**src/rtl/mult_hilo.sv**
```systemverilog
// Sequential radix-2 shift-add 32x32 multiplier holding the 64-bit product
// in architectural HI/LO registers, with MTHI/MTLO write access while idle.
module mult_hilo #(
    parameter int unsigned WIDTH = 32
) (
    input  logic             Clk,
    input  logic             Reset_n,
    input  logic             Start,
    input  logic             Signed,
    input  logic [WIDTH-1:0] A,
    input  logic [WIDTH-1:0] B,
    input  logic             WrHi,
    input  logic             WrLo,
    input  logic [WIDTH-1:0] WrData,
    output logic             Busy,
    output logic             Done,
    output logic [WIDTH-1:0] Hi,
    output logic [WIDTH-1:0] Lo
);

    localparam int unsigned CW = $clog2(WIDTH) + 1;
    localparam int unsigned PW = 2 * WIDTH;

    typedef enum logic [1:0] {
        IDLE   = 2'd0,
        BUSY   = 2'd1,
        FINISH = 2'd2
    } state_t;

    state_t           state;
    state_t           state_nxt;
    logic [WIDTH-1:0] mcand;
    logic [WIDTH-1:0] mplier;
    logic [PW-1:0]    acc;
    logic [CW-1:0]    count;
    logic             negate;

    logic [WIDTH-1:0] abs_a_c;
    logic [WIDTH-1:0] abs_b_c;
    logic [WIDTH:0]   sum_c;
    logic [PW-1:0]    result_c;
    logic             last_c;

    // Operand magnitudes; the most negative value maps onto itself and is
    // then correct when read as an unsigned magnitude.
    always_comb begin
        abs_a_c = A;
        abs_b_c = B;
        if (Signed && A[WIDTH-1]) abs_a_c = ~A + WIDTH'(1);
        if (Signed && B[WIDTH-1]) abs_b_c = ~B + WIDTH'(1);
    end

    // One shift-add step: the carry out of the upper half becomes the new msb.
    always_comb begin
        sum_c    = {1'b0, acc[PW-1:WIDTH]} + (mplier[0] ? {1'b0, mcand} : (WIDTH + 1)'(0));
        result_c = negate ? (~acc + PW'(1)) : acc;
        last_c   = (count == CW'(WIDTH - 1));
    end

    always_comb begin
        state_nxt = state;
        case (state)
            IDLE:    if (Start) state_nxt = BUSY;
            BUSY:    if (last_c) state_nxt = FINISH;
            FINISH:  state_nxt = IDLE;
            default: state_nxt = IDLE;
        endcase
    end

    always_ff @(posedge Clk or negedge Reset_n) begin
        if (!Reset_n) state <= IDLE;
        else          state <= state_nxt;
    end

    always_ff @(posedge Clk or negedge Reset_n) begin
        if (!Reset_n) begin
            mcand  <= '0;
            mplier <= '0;
            acc    <= '0;
            count  <= '0;
            negate <= 1'b0;
            Busy   <= 1'b0;
            Done   <= 1'b0;
            Hi     <= '0;
            Lo     <= '0;
        end else begin
            Busy <= (state_nxt != IDLE);
            Done <= (state == FINISH);
            case (state)
                IDLE: begin
                    // A product started in this cycle later overwrites these writes.
                    if (WrHi) Hi <= WrData;
                    if (WrLo) Lo <= WrData;
                    if (Start) begin
                        mcand  <= abs_a_c;
                        mplier <= abs_b_c;
                        negate <= Signed & (A[WIDTH-1] ^ B[WIDTH-1]);
                        acc    <= '0;
                        count  <= '0;
                    end
                end
                BUSY: begin
                    acc    <= {sum_c, acc[WIDTH-1:1]};
                    mplier <= {1'b0, mplier[WIDTH-1:1]};
                    count  <= count + CW'(1);
                end
                FINISH: begin
                    Hi <= result_c[PW-1:WIDTH];
                    Lo <= result_c[WIDTH-1:0];
                end
                default: ;
            endcase
        end
    end

endmodule

```
**config.mk**
```make
export PLATFORM = sky130hd
export DESIGN_NAME = mult_hilo
export DESIGN_NICKNAME = d
export VERILOG_FILES = /design/src/rtl/mult_hilo.sv
export SDC_FILE = /design/constraint.sdc
export NUM_CORES = 1
export LEC_CHECK = 0
export CAP_MARGIN = 20
export CORE_MARGIN = 5
export CORE_UTILIZATION = 60
export DETAILED_ROUTE_END_ITERATION = 8
export HOLD_SLACK_MARGIN = 0.15
export PLACE_DENSITY = 0.86
export SYNTH_ARGS = -nofsm -noshare
export SYNTH_HDL_FRONTEND = slang
export SYNTH_SLANG_ARGS = --single-unit
```
**constraint.sdc**
```tcl
create_clock -name Clk -period 7.74 [get_ports Clk]
set_input_delay 1.548 -clock Clk [delete_from_list [all_inputs] [get_ports Clk]]
set_output_delay 1.548 -clock Clk [all_outputs]
set_load 0.01 [all_outputs]
```
==> results of run 1 <==
==> cell usage in the layout, fill, tap and decap left out, types with 10 or more instances in the layout <==
master,n
nand2_1,197
o22ai_1,37
a21oi_1,83
o221ai_1,17
a22o_1,32
a21o_1,10
nor3_1,30
mux2i_1,12
o31ai_1,32
dfrtp_1,203
o41ai_1,12
ha_1,36
a31oi_1,12
buf_4,13
a22oi_1,22
o21ai_0,155
xnor2_1,48
xor2_1,74
nor4_1,11
nor2_1,71
inv_1,29
nand3_1,28
clkbuf_16,22
or3_1,21
and2_1,35
clkdlybuf4s50_1,166
or4_1,17
==> worst register-to-register path, stage by stage, from the launching register on <==
cell and delay, ps:
dfrtp_1 640, and2_1 310, ha_1 220, inv_1 70, fa_1 220, nor2b_1 80, o31a_1 280, o21bai_1 240
a21oi_1 150, o31ai_1 390, a21oi_1 230, a311oi_1 640, o221ai_1 190, a31o_2 270
==> routing by layer <==
metal  part of all wire  track usage  vias to the layer above
met4              0.038        0.104                        0
met5                  0            0                        -
met3              0.085       0.0517                       85
met2               0.45        0.489                      586
met1               0.42        0.419                     5549
li1                   -            -                     5448
==> sequential cells by signal, indices dropped and copies added, names as in the netlist, 2 cells and up <==
name,count
mcand,32
Lo,32
count,6
Hi,32
state,2
mplier,32
acc,64
==> worst max-delay path by stage <==
| stage | start | to | slack (ps) |
|---|---|---|---|
| finish | A[8] | mcand[26] | 3660 |
| CTS | A[8] | mcand[26] | 3640 |
| floorplan | A[8] | mcand[25] | 4010 |
| global route | A[2] | mcand[26] | 3340 |
| global placement | A[8] | mcand[28] | 3230 |
| detailed placement | A[8] | mcand[26] | 3100 |
==> logic make-up (layout without fill, tap and decap cells) <==
family | count (synthesis) | in the layout | share of synthesized area
adders and majority gates | 37 | 37 | 0.0378
and+or+nand+nor | 467 | 467 | 0.180
DFF | 203 | 203 | 0.408
xor gates and xnor gates | 123 | 123 | 0.0872
buffers and inverters | 109 | 250 | 0.0349
muxes | 14 | 14 | 0.0115
AOI/OAI and AO/OA | 469 | 469 | 0.240
==> through the flow <==
stage	instance area (um2)	power, mW	hold WS, ps	utilization	setup WS, ps
3_5_place_dp	14300	4.63	462	0.702	3100
4_1_cts	15000	5.73	476	0.739	3640
2_1_floorplan	12400	3.60	438	-	4010
5_1_grt	15000	6.12	495	0.740	3340
6_report	15000	5.75	472	0.740	3660
3_3_place_gp	14300	4.53	452	0.702	3230
==> layout make-up <==
class / instances / area share
clock buffers: 33 / 0.0421
clock inverters: 6 / 0.00775
inverters: 31 / 0.00775
multi-input cells: 1110 / 0.463
flip-flops and latches: 203 / 0.338
well taps: 270 / 0.0225
repair buffers: 180 / 0.118
==> power groups by stage <==
stage / Clock (mW) / Combinational, mW / Sequential, mW
2_1_floorplan: 0 / 1.60 / 1.99
3_3_place_gp: 0 / 2.43 / 2.10
3_5_place_dp: 0 / 2.50 / 2.13
4_1_cts: 1.10 / 2.53 / 2.11
5_1_grt: 1.14 / 2.80 / 2.19
6_report: 1.09 / 2.54 / 2.12
==> cell usage after synthesis (35+ instances only) <==
cell | instances | area share
dfrtp_1 | 203 | 0.41
nand2_1 | 198 | 0.060
o21ai_0 | 155 | 0.062
a21oi_1 | 83 | 0.033
xor2_1 | 74 | 0.052
nor2_1 | 72 | 0.022
clkbuf_1 | 64 | 0.019
xnor2_1 | 48 | 0.034
o22ai_1 | 37 | 0.019
ha_1 | 36 | 0.036
and2_1 | 35 | 0.018
==> summary.md, run 1 <==
| Metric | Value |
|---|---|
| Status | completed |
| Worst slew margin | 0.367 |
| Buffers added on ports | 167 |
| Setup CP Type | in -> reg |
| Synth Instances | 1422 |
| GR Util All Layers | 0.304 |
| GR Overflow Total | 0 |
| Setup tns final | 0 ps |
| Full die area | 0.0237 mm2 |
| Internal | 3.42 mW |
| Critical-path top delay cell | nor4_1 |
| Worst clock skew | 27.7 ps |
| Yosys reg bits | 203 |
| CP top delay family | simple AND/OR/NAND/NOR gates |
| Longest Clk Path Bufs | 3 |
| FF-to-FF End | acc[63] |
| Unrepaired setup endpoints after global routing | no |
| Sw power | 2.34 mW |
| Routed Antenna Nets | 0 |
| PD cells | 383 mW/mm2 |
| CP arrival | 4450 ps |
| R2R Setup Slk | 3670 ps |
| Switching share of power | 0.406 |
| Global-route wire length before repair | 59100 um |
| Footprint of the multi-input gates | 0.00696 mm2 |
| DRC | 0 |
| Main synth FF type | dfrtp_1 |
| Insertion delay to the later sink of the worst-skew pair | 520 ps |
| Power share of the clock group | 0.190 |
| Post-CTS setup repair buffer count | 0 |
| Number of DRC markers in iteration 0 | 990 |
| Async SR Flop Fraction | 1.00 |
| FMAX | 245 MHz |
| Worst-Margin Slew | 947 ps |
| Worst vdd ir | 0.194 mV |
| Largest net degree at the start of global routing | 96 |
| Vias per inst | 6.37 |
| Synth Cell Area | 0.0124 mm2 |
| Crit path buf inv count | 1 |
| Setup crit start kind | primary input |
| Cell variety after synth | 66 |
| WL/cell | 20.3 um |
| Syn avg cell area | 8.75 um2 |
| Number of synthesized flops with an enable pin | 0 |
| Root buffer cell | clkbuf_16 |
| Post-route insts no fill | 1833 |
| Vias in the first global route | 11002 |
| Static Leak | 6.24 nW |
| Hold EP | mcand[3] |
| Gpl congestion | 0.948 |
| Clock slew at reported path FFs | 60 ps |
| Total number of vias | 11668 |
| CTS HTree Levels | 1 |
| Num CTS Buffers | 22 |
| Core area | 0.0203 mm2 |
| CTS resizes | 0 |
| Drt total wl | 37200 um |
| Die Span X | 154 um |
| Reg power frac | 0.369 |
| Layout Nets | 1687 |
| Chip height | 154 um |
| Max cap viols | 0 |
| Filler cells | 1573 |
| Share of cells above drive strength 1 | 0.0480 |
| Initial core utilization | 0.613 |
| Combinational power share | 0.441 |
| Antenna violations before repair | 0 |
| Crit. End Element | register |
| FF/Latch Area | 0.00508 mm2 |
| Largest stage delay on the critical path | 660 ps |
| Tcrit/Tclk final | 0.527 |
| Levels on crit path | 8 |
| Synth Warn # | 0 |
| Inst Count DP | 1793 |
| I/O pins | 168 |
| RR Startpoint | mplier[0] |
| R2R depth | 13 |
| Data required, critical path | 8110 ps |
| Diode count | 0 |
| CTS tree | built |
| CTS sink cnt | 203 |
| Critical path peak fanout | 5 |
| Detailed Place HPWL | 27800 um |
| Crit path cell chain | clkdlybuf4s50_1 > or4_1 > or3_1 > nor4_1 > nand2_1 > o31ai_1 > xor2_1 > o21ai_0 |
| WHS Path Cells | 2 |
| HP Start | mcand[3] |
| Register area share after synthesis | 0.408 |
| Final min period | 4080 ps |
| TritonRoute pass-1 iters | 6 |
| Area growth, synth to finish | 20.7% |
| Hold Path Class | reg -> reg |
| Row count | 52 |
| Hold Buf Count CTS | 0 |
| Syn Nets | 1561 |
| Final hold viol count | 0 |
| Fin. max-slew vios | 0 |
| Setup violations, final | 0 |
Power figures use the tool's default switching activity.
==> inputs of run 2 (changes only) <==
Settings changed: CORE_UTILIZATION 60 to 51, PLACE_DENSITY 0.86 to 0.78.
Clock period 7.74 ns to 3.6 ns, I/O delays scaled along.
==> run 2 against run 1 <==
Count of clock-buffer cells in the layout is 6 lower. Critical endpoint is now Hi[22]. Sequential share of layout area is 0.55 points lower. Sequential cell count stayed put. Power is 120% higher. Highest routed layer unchanged. Combinational power is 120% higher.
==> summary.md, run 2 (same netlist as run 1, synthesis figures left out) <==
| Metric | Value |
|---|---|
| Status | completed |
| Drt total wl | 38000 um (+2.3%) |
| GRT busiest layer | met2 |
| WL/cell | 20.0 um (-1.5%) |
| Hold Path Class | in -> async |
| DRC | 0 (unchanged) |
| CTS resizes | 0 (unchanged) |
| Vias in the first global route | 11085 (+0.75%) |
| CTS sink cnt | 203 (unchanged) |
| Data required, critical path | 3950 ps (-4160 ps) |
| Most common cell after layout, fill and taps aside | dfrtp_1 |
| Worst vdd ir | 0.377 mV (+94%) |
| Footprint of the multi-input gates | 0.00696 mm2 (unchanged) |
| GR Overflow Total | 0 (unchanged) |
| Crit. End Element | register |
| FMAX | 302 MHz |
| Filler cells | 2072 (+32%) |
| Critical-path top delay cell | or4_4 |
| Gpl congestion | 0.939 (-0.99%) |
| Global-route wire length before repair | 60700 um (+2.8%) |
| Worst-Margin Slew | 1020 ps (+74.2 ps) |
| Largest stage delay on the critical path | 550 ps (-110 ps) |
| Most frequent cells in the layout | 203 x dfrtp_1, 197 x nand2_1, 166 x clkdlybuf4s50_1, 155 x o21ai_0, 83 x a21oi_1 |
| Die Span X | 166 um (+7.9%) |
| Fin. max-slew vios | 0 (unchanged) |
| Dpl cell area | 0.0145 mm2 (+1.7%) |
| Total number of vias | 11658 (-0.086%) |
| Layout Nets | 1704 (+1.0%) |
| Buffers added on ports | 167 (unchanged) |
| CTS tree | built |
| Setup crit start kind | register |
| Tcrit/Tclk final | 0.919 |
| Unrepaired setup endpoints after global routing | no |
| I/O pins | 168 (unchanged) |
| Antenna violations before repair | 0 (unchanged) |
| Final hold viol count | 0 (unchanged) |
| Root buffer cell | clkbuf_16 |
| Static Leak | 6.35 nW (+1.7%) |
| R2R Setup Slk | 290 ps (-3380 ps) |
| Core area | 0.0242 mm2 (+19%) |
| R2R depth | 9 (-4) |
| Routed Antenna Nets | 0 (unchanged) |
| Share of cells above drive strength 1 | 0.0620 (+0.0140) |
| Diode count | 0 (unchanged) |
| Number of DRC markers in iteration 0 | 1115 (+13%) |
| Detailed Place HPWL | 28500 um (+2.3%) |
| Chip height | 166 um (+7.9%) |
| Biggest register | acc |
| Post-CTS setup repair buffer count | 0 (unchanged) |
| Finished Cell Area | 0.0153 mm2 (+1.7%) |
| Longest Clk Path Bufs | 3 (unchanged) |
| Worst slew margin | 0.317 (-0.0496) |
| GR Util All Layers | 0.266 (-0.0376) |
| Area growth, synth to finish | 22.7% |
| Max cap viols | 0 (unchanged) |
| Hold Buf Count CTS | 0 (unchanged) |
| GRT met3 Usage | 0.0419 (-0.00982) |
| FF/Latch Area | 0.00508 mm2 (unchanged) |
| TritonRoute pass-1 iters | 5 (-1) |
| Critical path peak fanout | 6 (+1) |
| Setup CP Type | reg -> reg |
| Final min period | 3310 ps |
| Largest net degree at the start of global routing | 86 (-10%) |
| Met1 GRT Util | 0.386 (-0.0331) |
| Setup tns final | 0 ps (unchanged) |
| Num CTS Buffers | 22 (unchanged) |
| Row count | 57 (+9.6%) |
| Initial core utilization | 0.514 (-0.0982) |
| CP arrival | 3660 ps (-790 ps) |
| Vias per inst | 6.12 (-3.8%) |
| Crit path cell chain | or4_4 > or3_4 > or4b_4 > or4_4 > or3_4 > nand2_2 > nand2_2 > xnor2_2 > o221ai_1 |
| Global routing usage on met2 | 0.413 (-0.0764) |
| Clock slew at reported path FFs | 60 ps (about the same) |
| Setup violations, final | 0 (unchanged) |
| Number of flip-flops under the largest register name | 64 (unchanged) |
| Worst clock skew | 24.1 ps (-3.57 ps) |
| PD cells | 818 mW/mm2 (+110%) |
| Insertion delay to the later sink of the worst-skew pair | 520 ps (about the same) |
| CTS HTree Levels | 1 (unchanged) |
| Full die area | 0.0276 mm2 (+16%) |
==> run 2: cell count changes in the layout (fill, tap and decap cells not counted) <==
| cell | previous run | this run |
|---|---|---|
| buf_12 | 0 | 3 |
| clkbuf_1 | 7 | 1 |
| buf_4 | 13 | 27 |
| clkinv_4 | 0 | 1 |
| clkinv_2 | 2 | 5 |
| clkinvlp_4 | 0 | 2 |
==> run 2: metrics by stage <==
stage	hold slack (ps)	cells	power (mW)	util	setup slack, ps
floorplan	424	1422	7.74	-	464
global placement	455	1865	9.89	0.600	335
detailed placement	462	1865	10.1	0.600	301
CTS	249	1904	12.5	0.631	287
global route	273	1904	13.3	0.631	104
finish	226	1904	12.5	0.631	292
==> run 2: critical path: cells and delay by family (launching register included) <==
kind / cells / cell delay, ps
XOR/XNOR: 1 / 130
AO/OA/AOI/OAI: 1 / 120
flip-flops: 1 / 440
AND/OR/NAND/NOR: 7 / 2450
==> run 2: path summary, 6_finish.rpt <==
kind                            from         to
min reg2reg                mcand[17]  mcand[17]
max in group asynchronous    Reset_n     Hi[27]
max                          acc[14]     Hi[22]
min in group Clk           mcand[17]  mcand[17]
min                          Reset_n     Hi[19]
max reg2reg                  acc[14]     Hi[22]
==> run 2: where the power goes <==
group          total (mW)  internal, mW  switching (mW)
Clock                2.38          1.42           0.962
Sequential           4.53          3.35            1.18
Combinational        5.58          2.64            2.94
==> run 2: cell type report <==
class | count | share of cell area
Inverter | 31 | 0.00762
Timing Repair Buffer | 197 | 0.127
Sequential cell | 203 | 0.333
Multi-Input combinational cell | 1110 | 0.456
Tap cell | 324 | 0.0266
Clock inverter | 12 | 0.0102
Clock buffer | 27 | 0.0399
==> run 2: per-layer routing <==
layer | up-vias | wire length (um)
met5 | - | 0
met4 | 0 | 1320
met3 | 82 | 3370
met2 | 579 | 16700
met1 | 5500 | 16700
li1 | 5497 | -
==> RTL change: new RTL, settings of run 2 <==
Re-encode `state_t` (3 states) as one-hot, 3 bits wide.
--- a/src/rtl/mult_hilo.sv
+++ b/src/rtl/mult_hilo.sv
@@ -21,10 +21,10 @@
     localparam int unsigned CW = $clog2(WIDTH) + 1;
     localparam int unsigned PW = 2 * WIDTH;
 
-    typedef enum logic [1:0] {
-        IDLE   = 2'd0,
-        BUSY   = 2'd1,
-        FINISH = 2'd2
+    typedef enum logic [2:0] {
+        IDLE   = 3'b001,
+        BUSY   = 3'b010,
+        FINISH = 3'b100
     } state_t;
 
     state_t           state;
Formal check against the unedited RTL: no difference found for any inputs over 4 cycles, from zero or initial values and one cycle with Reset_n low; so few cycles prove little.
==> RTL change against run 2 <==
  * Synthesized area up 4.9%
  * Clock skew up 0.0022 ns
  * Wire length down 5.5%
  * Via count up 1.9%
  * Total power up 7.5%
  * Sequential cell count up 1
  * Non-clock buffer count down 3
  * Largest power group unchanged
  * Clock power down 3%
  * Combinational power up 26%
  * Sequential share of layout area down 0.95 points
  * Final area up 3.5%
  * Setup slack better by 0.16 ns
==> RTL change: results (changes against run 2) <==
outcome:
  outcome: "finished, final reports clean"
timing:
  skew_ns: 0.0263  # +0.00222 ns
  timing.hold.ws_ns: 0.192  # -0.0338 ns
  tightest_slew_ns: 1.09  # +0.0671 ns
setup_path:
  cp_top_family: "compound AO/OA/AOI/OAI gates"
  cp_slowest_cell: "dfrtp_1"
  slowest_delay_ns: 0.58  # +0.03 ns
  ff2ff_path_depth: 11  # +2
logic_synthesis:
  synth_nets: 1644  # +5.3%
  yosys-top-cells-area: "dfrtp_1 (39%), o21ai_0 (6.9%), nand2_1 (5.6%)"
  yosysUniqueCellTypes: 70  # +6.1%
  ys_seq_area_share_pct: 39.1  # -1.7 points
global_route:
  grt_pass1_vias: 11300  # +1.8%
  gr-usage-met2_pct: 39.1  # -2.2 points
  use_met1_pct: 35.0  # -3.5 points
  grt_use_met3_pct: 3.21  # -0.98 points
final_layout:
  final_nets: 1768  # +3.8%
placement:
  dp_hpwl_um: 25900  # -9.1%
  post_dp_cell_area_mm2: 0.0151  # +3.8%
drt:
  met3_wirelength_um: 2700  # -20%
  met2_length_um: 16400  # -1.5%
  totalWireLength_um: 36000  # -5.5%
  met1_length_um: 16200  # -2.7%
  drt_iter0_drc: 1006  # -9.8%
  vias: 11900  # +1.9%
pwr:
  power.leakage_nw: 6.58  # +3.8%
==> RTL change: area by class of cell <==
type / count / area, um2
Fill cell: 2128 / 9390
Multi-Input combinational cell: 1183 / 7510
Sequential cell: 204 / 5110
Timing Repair Buffer: 194 / 1940
Clock buffer: 31 / 626
Tap cell: 330 / 413
Clock inverter: 11 / 114
Inverter: 23 / 86.3
==> RTL change: logic make-up (layout without fill, tap and decap cells) <==
| family | count (synthesis) | after routing | synth area share [%] |
|---|---|---|---|
| buffers and inverters | 118 | 259 | 3.40 |
| xor gates and xnor gates | 134 | 134 | 9.00 |
| muxes | 28 | 28 | 2.15 |
| AOI/OAI and AO/OA | 499 | 499 | 23.5 |
| and+or+nand+nor | 485 | 485 | 19.2 |
| DFF | 204 | 204 | 39.1 |
| adders and majority gates | 37 | 37 | 3.61 |
==> RTL change: power by group <==
part           internal [W]  total [W]  switching [W]
clock               0.00137    0.00232       0.000959
combinational       0.00289    0.00704        0.00415
sequential          0.00321    0.00407       0.000857
total               0.00747     0.0134        0.00597
